$ cat src/rtl/gf2mz_pkg.sv
// Shared constants, FSM state encoding and slot placement helper for the GF(2^m)[z] coefficient loader.
package gf2mz_pkg;

  localparam int unsigned N     = 149;
  localparam int unsigned M     = 83;
  localparam int unsigned D     = 5;
  localparam int unsigned WIDTH = M * D;
  localparam int unsigned DEPTH = (N / D) + (((N % D) != 0) ? 1 : 0);
  localparam int unsigned AW    = $clog2(DEPTH);
  localparam int unsigned LW    = $clog2(N + 1);
  localparam int unsigned SW    = $clog2(D);

  typedef enum logic [1:0] {
    ST_IDLE  = 2'd0,
    ST_FILL  = 2'd1,
    ST_CLEAR = 2'd2,
    ST_DONE  = 2'd3
  } state_t;

  // LSB position of slot s; slot 0 occupies the most significant m bits.
  function automatic int unsigned slot_lsb(input int unsigned s);
    return WIDTH - (s + 1) * M;
  endfunction

endpackage

$ cat src/rtl/gf2mz_word_packer.sv
// d-slot packing register: collects coefficients into one memory word, unfilled slots stay zero.
module gf2mz_word_packer
  import gf2mz_pkg::*;
(
  input  logic             clk,
  input  logic             rst_b,
  input  logic             i_load,
  input  logic             i_clr,
  input  logic [M-1:0]     i_data,
  output logic [WIDTH-1:0] o_word_c,
  output logic             o_full_c
);

  logic [M-1:0]  r_slot [D];
  logic [SW-1:0] r_idx;

  // Slot storage and slot counter; a clear wins over a load because the word is being emitted.
  always_ff @(posedge clk or negedge rst_b) begin
    if (!rst_b) begin
      for (int unsigned s = 0; s < D; s++) r_slot[s] <= '0;
      r_idx <= '0;
    end else if (i_clr) begin
      for (int unsigned s = 0; s < D; s++) r_slot[s] <= '0;
      r_idx <= '0;
    end else if (i_load) begin
      for (int unsigned s = 0; s < D; s++) begin
        if (r_idx == SW'(s)) r_slot[s] <= i_data;
      end
      r_idx <= r_idx + SW'(1);
    end
  end

  // Packed word including the coefficient being accepted this cycle, so it can be written without a stall.
  always_comb begin
    o_word_c = '0;
    for (int unsigned s = 0; s < D; s++) begin
      o_word_c[slot_lsb(s) +: M] = (i_load && (r_idx == SW'(s))) ? i_data : r_slot[s];
    end
  end

  assign o_full_c = (r_idx == SW'(D - 1));

endmodule

$ cat src/rtl/gf2mz_coef_loader.sv
// Streaming loader packing GF(2^m) coefficients into d-element RAM words for the GF(2^m)[z] multiplier.
// Optional macro GF2MZ_LOAD_CLEAR_EN: zero-fill words beyond ceil(len/d) after the load.
module gf2mz_coef_loader
  import gf2mz_pkg::*;
(
  input  logic             clk,
  input  logic             rst_b,
  input  logic             start,
  input  logic [LW-1:0]    len,
  input  logic             in_valid,
  output logic             in_ready,
  input  logic [M-1:0]     in_data,
  output logic [WIDTH-1:0] mem_do,
  output logic [AW-1:0]    mem_addr,
  output logic             mem_we,
  output logic             busy,
  output logic             done,
  output logic             err
);

  state_t           r_state;
  state_t           w_state_nxt;
  logic [LW-1:0]    r_len;
  logic [LW-1:0]    r_cnt;
  logic [AW-1:0]    r_word_addr;
  logic             r_in_ready;
  logic [WIDTH-1:0] r_mem_do;
  logic [AW-1:0]    r_mem_addr;
  logic             r_mem_we;
  logic             r_busy;
  logic             r_done;
  logic             r_err;

  logic             w_start_ok;
  logic             w_err_nxt;
  logic             w_accept;
  logic             w_last;
  logic             w_emit;
  logic             w_clr_we;
  logic [WIDTH-1:0] w_word_c;
  logic             w_full_c;

  gf2mz_word_packer u_packer (
    .clk      (clk),
    .rst_b    (rst_b),
    .i_load   (w_accept),
    .i_clr    (w_start_ok | w_emit),
    .i_data   (in_data),
    .o_word_c (w_word_c),
    .o_full_c (w_full_c)
  );

  // FSM state register.
  always_ff @(posedge clk or negedge rst_b) begin
    if (!rst_b) r_state <= ST_IDLE;
    else        r_state <= w_state_nxt;
  end

  // Next-state, handshake and write-trigger decode.
  always_comb begin
    w_state_nxt = r_state;
    w_start_ok  = 1'b0;
    w_err_nxt   = 1'b0;
    w_clr_we    = 1'b0;
    w_accept    = r_in_ready & in_valid;
    w_last      = w_accept && (r_cnt == (r_len - LW'(1)));
    w_emit      = w_accept && (w_full_c || w_last);
    case (r_state)
      ST_IDLE: begin
        if (start) begin
          if ((len == '0) || (len > LW'(N))) begin
            w_err_nxt = 1'b1;
          end else begin
            w_start_ok  = 1'b1;
            w_state_nxt = ST_FILL;
          end
        end
      end
      ST_FILL: begin
        if (w_last) begin
`ifdef GF2MZ_LOAD_CLEAR_EN
          if (r_word_addr == AW'(DEPTH - 1)) w_state_nxt = ST_DONE;
          else                               w_state_nxt = ST_CLEAR;
`else
          w_state_nxt = ST_DONE;
`endif
        end
      end
`ifdef GF2MZ_LOAD_CLEAR_EN
      ST_CLEAR: begin
        w_clr_we = 1'b1;
        if (r_word_addr == AW'(DEPTH - 1)) w_state_nxt = ST_DONE;
      end
`endif
      ST_DONE: begin
        w_state_nxt = ST_IDLE;
      end
      default: begin
        w_state_nxt = ST_IDLE;
      end
    endcase
  end

  // Registered status outputs and load bookkeeping.
  always_ff @(posedge clk or negedge rst_b) begin
    if (!rst_b) begin
      r_in_ready  <= 1'b0;
      r_busy      <= 1'b0;
      r_done      <= 1'b0;
      r_err       <= 1'b0;
      r_len       <= '0;
      r_cnt       <= '0;
    end else begin
      r_in_ready <= (w_state_nxt == ST_FILL);
      r_busy     <= (w_state_nxt != ST_IDLE);
      r_done     <= (r_state == ST_DONE);
      r_err      <= w_err_nxt;
      if (w_start_ok) begin
        r_len <= len;
        r_cnt <= '0;
      end else if (w_accept) begin
        r_cnt <= r_cnt + LW'(1);
      end
    end
  end

  // RAM write port: packed words during fill, zero words during clear.
  always_ff @(posedge clk or negedge rst_b) begin
    if (!rst_b) begin
      r_mem_do    <= '0;
      r_mem_addr  <= '0;
      r_mem_we    <= 1'b0;
      r_word_addr <= '0;
    end else begin
      r_mem_we <= w_emit | w_clr_we;
      if (w_start_ok) begin
        r_word_addr <= '0;
      end else if (w_emit) begin
        r_mem_do    <= w_word_c;
        r_mem_addr  <= r_word_addr;
        r_word_addr <= r_word_addr + AW'(1);
      end else if (w_clr_we) begin
        r_mem_do    <= '0;
        r_mem_addr  <= r_word_addr;
        r_word_addr <= r_word_addr + AW'(1);
      end
    end
  end

  assign in_ready = r_in_ready;
  assign mem_do   = r_mem_do;
  assign mem_addr = r_mem_addr;
  assign mem_we   = r_mem_we;
  assign busy     = r_busy;
  assign done     = r_done;
  assign err      = r_err;

endmodule

$ cat config.mk
export PLATFORM = sky130hd
export DESIGN_NAME = gf2mz_coef_loader
export DESIGN_NICKNAME = d
export VERILOG_FILES = /design/src/rtl/gf2mz_pkg.sv /design/src/rtl/gf2mz_word_packer.sv /design/src/rtl/gf2mz_coef_loader.sv
export SDC_FILE = /design/constraint.sdc
export NUM_CORES = 2
export LEC_CHECK = 0
export ABC_AREA = 0
export BUFFER_PORTS_ARGS = -buffer_cell sky130_fd_sc_hd__buf_2
export CAP_MARGIN = 25
export CORE_MARGIN = 2
export CORE_UTILIZATION = 37
export DETAILED_ROUTE_END_ITERATION = 10
export PLACE_DENSITY = 0.52
export SLEW_MARGIN = 10
export SYNTH_ARGS = -nofsm -noshare
export SYNTH_HDL_FRONTEND = slang
export SYNTH_SLANG_ARGS = --single-unit
$ cat constraint.sdc
create_clock -name clk -period 4.9 [get_ports clk]
set_input_delay 1.225 -clock clk [delete_from_list [all_inputs] [get_ports clk]]
set_output_delay 1.225 -clock clk [all_outputs]
set_load 0.02 [all_outputs]
==> metrics <==
GRT Util Overall 0.214; largest fanout on the critical path 44; status finished, final reports clean; reg2reg start r_len[0]$_DFFE_PN0N_; HPWL Detailed 69300 um; Finished Core Util 0.443; final WL 112000 um; most frequent cells in the layout dfrtp_1, mux2_2, buf_2; DR WL/cell 24.5 um; cell taking the most area after synthesis dfrtp_1; ratio of cells with drive above 1 in the final layout 0.461; #FFs+latches synth 866; clock power share 0.268; core area 0.100 mm^2; WP data arrival 4070 ps; worst vdd ir 0.000321 V; sequential power share 0.386; syn_nets 2854; PwrDens 650 mW/mm^2; Required @ worst endpoint 5450 ps; gr ovfl total 0; Max Root-Sink Buffers 3; Hold Buf Count CTS 0; crit path launch r_len[0]$_DFFE_PN0N_; Post-synth ARST share 1.00; CTS Buf Count 98; Slew Limit Fails 0; vias in the first global route 25970; postcts setup bufs 0; Max Freq 284 MHz; largest net degree at the start of global routing 138; Post-synth EDFFs 0; I/O pin count 520; Crit Path Class reg -> reg; commonest non-fill, non-tap cell in the layout dfrtp_1; Reg clk slew, reported paths 60 ps; cell count after synthesis 2751; fin nets 3234; Tcrit/Tclk final 0.718; hold slack 482 ps; average cell area after synthesis 13.6 um^2; chip width 322 um; Post-Synthesis Cell Area 0.0375 mm^2; CP startpoint kind register; sequential cell area fraction in the yosys report 0.577; Hold Startpoint mem_do[378]$_DFFE_PN0P_; Leak 22.4 nW; Starting Density 0.374; area added between synthesis and finish 18.3%; RD Place Congestion 0.781; Worst Tran Pin Value 1010 ps; post-cts sizing count 0; antenna-violating nets left 0; CTS root buf clkbuf_16; warnings from Yosys 0; post-synth cell types 52; Hold Path Class reg -> reg; switching power 0.00999 W; share of the synthesized area in the top cell type 0.577; Fill cells 9197; sw frac 0.346; Final min period 3520 ps; Port Buf Inserts 519; worst skew pair latency 680 ps; first drt pass iteration count 5; Synth Flop Type dfrtp_1; Final Hold Viols 0; setup TNS 0 ps; row cnt 116; vias after detailed routing 24748; Synth area leaders dfrtp_1, mux2_2, a32o_1; final setup fails 0; initial antenna violation count 4; Worst Skew 22.1 ps; CTS tree built; Slew headroom 0.325; vias per cell 5.42; part of the power in combinational logic 0.346; die area 0.104 mm^2; H-tree depth 3; first-pass GRT wire length 170000 um; RSZ-0062 raised after global routing no; Starting DRT DRC Count 1668; Int Pwr 0.0189 W; max cap viols 0; post-route DRC violation count 0; TritonCTS Sinks 866; CP endpoint kind register; die extent in y 322 um
==> worst max-delay path, stage by stage (launching register included) <==
cell      delay, ps
dfrtp_1         530
inv_1           100
ha_1            280
o211a_1         140
o31ai_1         530
o311ai_4        340
a21oi_4         300
buf_12          330
buf_4           420
mux2_2          380
==> routing by layer <==
layer,GRT usage,part of all wire
met3,0.0364,0.048
met1,0.293,0.45
met4,0.0558,0.019
met5,0,0.00047
met2,0.351,0.49
==> cell families (layout without fill, tap and decap cells) <==
family                   after synthesis  in the layout  synth area share
flip-flops                           866            866             0.577
multiplexers                         753            753             0.226
AND/OR/NAND/NOR                      430            430            0.0521
AO/OA/AOI/OAI                        369            369            0.0915
buffers and inverters                310            771            0.0469
XOR/XNOR                              15             15           0.00350
adder cells (fa/ha/maj)                8              8           0.00267
other                                  0              1                 0
==> power by group through the flow <==
stage          logic [W]  clock network, W  registers [W]
2_1_floorplan    0.00572                 0         0.0121
3_3_place_gp     0.00985                 0         0.0112
3_5_place_dp      0.0101                 0         0.0112
4_1_cts           0.0101           0.00792         0.0111
5_1_grt           0.0108           0.00824         0.0114
6_report         0.00999           0.00772         0.0111
==> flip-flops by register name, indices dropped and copies added, names as in the netlist <==
register and cells:
err 1, mem_addr 5, u_packer.r_slot 415, done 1
r_state 2, r_word_addr 5, u_packer.r_idx 3, mem_we 1
r_cnt 8, mem_do 415, busy 1, in_ready 1
r_len 8
==> synthesized netlist by cell type (3+ instances only) <==
library cell,number
a21oi_1,7
a22o_1,166
xnor2_1,5
nor4_1,3
inv_1,7
dfrtp_1,866
nand4_1,6
nor2b_1,3
nand3_1,7
buf_2,63
nor3_1,7
and3_1,86
buf_6,7
nand2b_1,4
clkbuf_2,7
xor2_1,10
nor2_1,17
a32o_1,166
nand2_1,284
o21ai_0,11
mux2_2,709
mux2_1,43
clkbuf_1,103
ha_1,8
buf_4,122
==> path summary, 6_finish.rpt <==
check                                     endpoint  cells past startpoint  slack, ps
hold / removal             mem_do[378]$_DFFE_PN0P_                      1        480
min in group asynchronous  mem_do[326]$_DFFE_PN0P_                      1        600
max in group asynchronous  mem_do[262]$_DFFE_PN0P_                      2       3040
setup / recovery           mem_do[413]$_DFFE_PN0P_                      9       1380
hold reg to reg            mem_do[378]$_DFFE_PN0P_                      1        480
setup reg to reg           mem_do[413]$_DFFE_PN0P_                      9       1380
==> through the flow <==
| stage | std cells | power, W | area, um^2 | setup WS, ps |
|---|---|---|---|---|
| after global placement | 4386 | 0.0210 | 40900 | 701 |
| final | 4570 | 0.0289 | 44400 | 1380 |
| after global routing | 4569 | 0.0304 | 44400 | 1160 |
| after floorplan | 2751 | 0.0178 | 37500 | 1680 |
| after detailed placement | 4388 | 0.0213 | 41000 | 756 |
| after CTS | 4569 | 0.0292 | 44400 | 1350 |
==> layout make-up <==
class	count	area [um^2]	area share
sequential	866	21700	0.488
antenna	1	2.50	0.0000563
inverter	7	26.3	0.000592
clock inverter	37	473	0.0106
clock buffer	144	2950	0.0663
tap	1357	1700	0.0382
timing repair buffer	583	3350	0.0753
multi-input combinational	1575	14200	0.321
(Power assumes the default switching activity.)
